### config.mk
export PLATFORM = sky130hd
export DESIGN_NAME = seg_scan_display
export DESIGN_NICKNAME = d
export VERILOG_FILES = /design/src/rtl/seg_scan_display.sv
export SDC_FILE = /design/constraint.sdc
export NUM_CORES = 1
export LEC_CHECK = 0
export BUFFER_PORTS_ARGS = -buffer_cell sky130_fd_sc_hd__buf_2
export CAP_MARGIN = 0
export CORE_UTILIZATION = 60
export DETAILED_ROUTE_END_ITERATION = 16
export PLACE_DENSITY = 0.79
export SLEW_MARGIN = 10
export SYNTH_ARGS = -nofsm -noshare
export SYNTH_HDL_FRONTEND = slang
export SYNTH_SLANG_ARGS = --single-unit
### constraint.sdc
create_clock -name clk -period 5.9 [get_ports clk]
set_input_delay 0.885 -clock clk [delete_from_list [all_inputs] [get_ports clk]]
set_output_delay 0.885 -clock clk [all_outputs]
set_load 0.05 [all_outputs]
### src/rtl/seg_scan_display.sv
// Multiplexed seven-segment scan driver with tear-free
// frame-boundary commit, blink, LZ blanking and dead time.
module seg_scan_display #(
  parameter int NUM_DIGITS   = 4,
  parameter int REFRESH_DIV  = 25000,
  parameter int DEADTIME     = 64,
  parameter int BLINK_FRAMES = 128
) (
  input  logic                    clk,
  input  logic                    rst,
  input  logic [4*NUM_DIGITS-1:0] digits,
  input  logic [NUM_DIGITS-1:0]   dp,
  input  logic [NUM_DIGITS-1:0]   blink_mask,
  input  logic                    lz_en,
  input  logic                    update_valid,
  output logic                    update_pending,
  output logic                    frame_tick,
  output logic [NUM_DIGITS-1:0]   an,
  output logic [7:0]              seg
);

  localparam int N  = NUM_DIGITS;
  localparam int PW = $clog2(REFRESH_DIV);
  localparam int IW = $clog2(NUM_DIGITS);
  localparam int FW =
    (BLINK_FRAMES > 1) ? $clog2(BLINK_FRAMES) : 1;

  logic [PW-1:0]  presc;
  logic [IW-1:0]  idx;
  logic [FW-1:0]  fcnt;
  logic           blink_ph;

  logic [4*N-1:0] act_d, stg_d;
  logic [N-1:0]   act_dp, stg_dp;
  logic [N-1:0]   act_bm, stg_bm;
  logic           act_lz, stg_lz;

  logic           presc_tc;
  logic           wrap;
  logic [N-1:0]   lz_blank;
  logic           run;
  logic [3:0]     cur_d;
  logic           cur_dp, cur_bm, cur_lz;
  logic           blank;
  logic           dp_eff;
  logic [N-1:0]   an_nxt;
  logic [7:0]     seg_nxt;

  function automatic logic [6:0] hex7(
    input logic [3:0] v
  );
    unique case (v)
      4'h0:    hex7 = 7'h40;
      4'h1:    hex7 = 7'h79;
      4'h2:    hex7 = 7'h24;
      4'h3:    hex7 = 7'h30;
      4'h4:    hex7 = 7'h19;
      4'h5:    hex7 = 7'h12;
      4'h6:    hex7 = 7'h02;
      4'h7:    hex7 = 7'h78;
      4'h8:    hex7 = 7'h00;
      4'h9:    hex7 = 7'h10;
      4'hA:    hex7 = 7'h08;
      4'hB:    hex7 = 7'h03;
      4'hC:    hex7 = 7'h46;
      4'hD:    hex7 = 7'h21;
      4'hE:    hex7 = 7'h06;
      default: hex7 = 7'h0E;
    endcase
  endfunction

  // Slot end and frame wrap detection
  always_comb begin
    presc_tc = (presc == PW'(REFRESH_DIV - 1));
    wrap     = presc_tc && (idx == IW'(N - 1));
  end

  // Prescaler, scan index, frame tick and blink phase
  always_ff @(posedge clk) begin
    if (rst) begin
      presc      <= '0;
      idx        <= '0;
      fcnt       <= '0;
      blink_ph   <= 1'b0;
      frame_tick <= 1'b0;
    end else begin
      frame_tick <= wrap;
      if (presc_tc) begin
        presc <= '0;
        if (idx == IW'(N - 1)) idx <= '0;
        else                   idx <= idx + 1'b1;
      end else begin
        presc <= presc + 1'b1;
      end
      if (wrap) begin
        if (fcnt == FW'(BLINK_FRAMES - 1)) begin
          fcnt     <= '0;
          blink_ph <= ~blink_ph;
        end else begin
          fcnt <= fcnt + 1'b1;
        end
      end
    end
  end

  // Staging and frame-boundary commit; a strobe on
  // the wrap cycle commits directly
  always_ff @(posedge clk) begin
    if (rst) begin
      act_d          <= '0;
      act_dp         <= '0;
      act_bm         <= '0;
      act_lz         <= 1'b0;
      stg_d          <= '0;
      stg_dp         <= '0;
      stg_bm         <= '0;
      stg_lz         <= 1'b0;
      update_pending <= 1'b0;
    end else if (wrap) begin
      if (update_valid) begin
        act_d  <= digits;
        act_dp <= dp;
        act_bm <= blink_mask;
        act_lz <= lz_en;
      end else if (update_pending) begin
        act_d  <= stg_d;
        act_dp <= stg_dp;
        act_bm <= stg_bm;
        act_lz <= stg_lz;
      end
      update_pending <= 1'b0;
    end else if (update_valid) begin
      stg_d          <= digits;
      stg_dp         <= dp;
      stg_bm         <= blink_mask;
      stg_lz         <= lz_en;
      update_pending <= 1'b1;
    end
  end

  // Current digit selection, blanking and decode
  always_comb begin
    run      = 1'b1;
    lz_blank = '0;
    cur_d    = '0;
    cur_dp   = 1'b0;
    cur_bm   = 1'b0;
    cur_lz   = 1'b0;
    an_nxt   = '1;
    for (int i = N - 1; i >= 0; i--) begin
      run = run & (act_d[4*i +: 4] == 4'h0);
      lz_blank[i] = act_lz & run & (i != 0);
    end
    for (int i = 0; i < N; i++) begin
      if (idx == IW'(i)) begin
        cur_d  = act_d[4*i +: 4];
        cur_dp = act_dp[i];
        cur_bm = act_bm[i];
        cur_lz = lz_blank[i];
        if (presc >= PW'(DEADTIME))
          an_nxt[i] = 1'b0;
      end
    end
    blank   = cur_lz | (cur_bm & blink_ph);
    dp_eff  = cur_dp & ~blank;
    seg_nxt = {~dp_eff,
               blank ? 7'h7F : hex7(cur_d)};
  end

  // Registered pin drivers
  always_ff @(posedge clk) begin
    if (rst) begin
      an  <= '1;
      seg <= 8'hFF;
    end else begin
      an  <= an_nxt;
      seg <= seg_nxt;
    end
  end

endmodule

==> run_results.csv <==
group,metric,value,unit
die,io_pins,42,
power_and_ir_drop,totalPowerFinal,1150,uW
clocking,h-tree-depth,3,
layout,antennaDiodeCount,0,
critical_path,worst-setup-path-type,"flop to flop",
clocking,cts_made_buffers,9,
layout,stdcell_count,537,
die,die_h,84.9,um
sta,worstMarginPinSlew,1.15,ns
yosys,ys.flop_type,"dfxtp_1",
sta,max-slew-margin-rel,0.231,
clocking,clk_pin_slew,0.08,ns
yosys,ys_seq_area_frac,0.432,
layout,syn_to_final_growth,10.2,%
run_status,status,"complete, but fails checks",
sta,clock_skew,0.00902,ns
critical_path,cp.arrival,3.48,ns
layout,layout-drive-gt1-share,0.189,
critical_path,end_kind,"flop",
grt,overflow,0,
grt,grt_start_max_net_pins,65,
yosys,synth_edf_count,0,
route,postRouteAntennaNets,0,
grt,grt_pass1_vias,2829,
yosys,yosys_warnings,0,
critical_path,worstSetupStartpointType,"flop",
yosys,yosysTopAreaCell,"dfxtp_1",
yosys,synthCells,428,
sta,hold_violations,0,
yosys,netlist.area_leader.share,0.432,
sta,setup_viol,0,
power_and_ir_drop,leakagePower,0.00180,uW
yosys,ys_top_cells_by_area,"dfxtp_1 43%, mux2i_1 13%, nor2_1 7.1%, a211oi_2 6.1%, ha_1 3.9%",
placed_design,io_buffers,41,
yosys,syn_area_per_cell,9.63,um^2
sta,slew_viol_final,0,
route,drtIter0Drc,172,
layout,multi_input_area,2190,um^2
layout,final_cell_mix,"89 x dfxtp_1, 78 x nor2_1, 54 x mux2i_1",
clocking,hold_buffers,0,
sta,fmax,0.312,GHz
yosys,async_reset_ff_frac,0,
route,viasPerCell,5.66,
die,start_util,0.635,
layout,finalNetCount,497,
yosys,syn_nets,469,
run_status,violations,"design-rule violations",
critical_path,cp.required,6.17,ns
grt,grt_usage,0.221,
layout,final_area,4540,um^2
critical_path,crit_path_max_incr_delay,0.83,ns
route,wl,7.62,mm
placed_design,dp_hpwl,5.11,mm
clocking,cts_tree,"yes",
sta,fin_crit,3.20,ns
grt,grt_pass1_wl,12.6,mm
clocking,clock_path_buffers,2,
yosys,ys_ff_latch,89,
placed_design,dpl_cell_area,4330,um^2
clocking,clockRootBuffer,"clkbuf_8",
placed_design,dp_cells,522,
die,dieArea,7200,um^2
layout,mostFrequentLayoutCell,"dfxtp_1",
clocking,clk_latency,0.35,ns
power_and_ir_drop,ir_worst_vdd,0.165,mV
layout,regArea,1780,um^2
grt,antenna_found_initial,0,
critical_path,cp_max_fo,30,
clocking,cts_resized,0,
critical_path,worstPathCellList,"ha_1 > nand4bb_1 > nor4_4 > nor3b_4 > buf_4 > nor2_1 > a211oi_2",
yosys,synth_area,4120,um^2
placed_design,gp_congestion,0.824,
sta,final.setup.tns,0,ns
power_and_ir_drop,powerDensity,254,nW/um^2
layout,nFillCells,510,
min_path,hold_path_class,"flop to flop",
clocking,cts_setup_buffers,0,
die,core,6490,um^2
route,firstDrtPassIters,11,
route,wl_per_cell,14.2,um
yosys,ys_types,46,
sta,finalCritPeriodShare,0.543,
route,vias,3038,
critical_path,cpMaxStageDelayCell,"nor3b_4",
die,rows,29,
sta,rsz0062_at_grt,"false",
route,route.detailed.drc,5,
run,drv_cap,0,
clocking,cts_sinks,89,
die,fp.dieW,84.9,um
[routing by layer]
layer	wire length [um]	up-vias	global-route usage
met5	0	-	0
met4	105	0	0.0878
met3	228	9	0.0467
met2	3570	51	0.369
met1	3720	1426	0.281
li1	-	1552	-
[area by class of cell]
type | instances | share of cell area
clock buffers | 12 | 0.0320
clock inverters | 3 | 0.0143
inverters | 10 | 0.00826
multi-input cells | 302 | 0.482
flip-flops and latches | 89 | 0.392
well taps | 77 | 0.0212
repair buffers | 44 | 0.0501
[worst paths after layout]
check | startpoint | to | slack [ns] | cells after the start
setup reg to reg | presc[0] | act_d[7] | 2.70 | 7
hold / removal | fcnt[5] | fcnt[5] | 0.49 | 2
setup / recovery | presc[0] | act_d[7] | 2.70 | 7
hold reg to reg | fcnt[5] | fcnt[5] | 0.49 | 2
[logic make-up (layout without fill, tap and decap cells)]
kind of cell	count (synthesis)	count (layout)	synth area share
and+or+nand+nor	153	153	0.183
DFF	89	89	0.432
AOI/OAI and AO/OA	61	61	0.128
muxes	56	56	0.137
buffers and inverters	37	69	0.0407
xor gates and xnor gates	19	19	0.0404
adders and majority gates	13	13	0.0395
[flip-flops by register name (all words and copies together), names as in the netlist]
register,flops
act_lz,1
blink_ph,1
act_d,16
act_dp,4
presc,15
frame_tick,1
stg_d,16
update_pending,1
idx,2
act_bm,4
stg_dp,4
seg,8
fcnt,7
stg_bm,4
an,4
stg_lz,1
[cell usage after synthesis, types with 4 or more instances]
cell	n
dfxtp_1	89
clkbuf_1	18
a21oi_1	10
nand3_1	9
a211oi_1	11
and3_1	5
nand3b_1	5
mux2i_1	54
o211ai_1	5
xnor2_1	6
nor2_1	78
xor2_1	13
a211oi_2	20
o21ai_0	5
buf_2	5
nand4_1	4
inv_1	10
nand2_1	21
ha_1	13
[per-stage QoR]
stage | util | setup WS [ns] | hold slack, ns
2_1_floorplan | - | 3.50 | 0.450
3_3_place_gp | 0.666 | 2.72 | 0.467
3_5_place_dp | 0.666 | 2.53 | 0.474
4_1_cts | 0.699 | 2.75 | 0.487
5_1_grt | 0.699 | 2.50 | 0.519
6_report | 0.699 | 2.70 | 0.485
[critical path: cells and delay by family, from the launching register on]
family,cells,cell delay (ns)
adder cells (fa/ha/maj),1,0.30
AND/OR/NAND/NOR,4,1.66
flip-flops,1,0.43
buffers and inverters,1,0.48
AO/OA/AOI/OAI,1,0.21
[where the power goes]
group	switching (uW)	total, uW	internal, uW
Clock	199	447	248
Combinational	50.4	82.1	31.6
Sequential	8.04	623	615
Total	258	1150	894
Power figures use the tool's default switching activity.
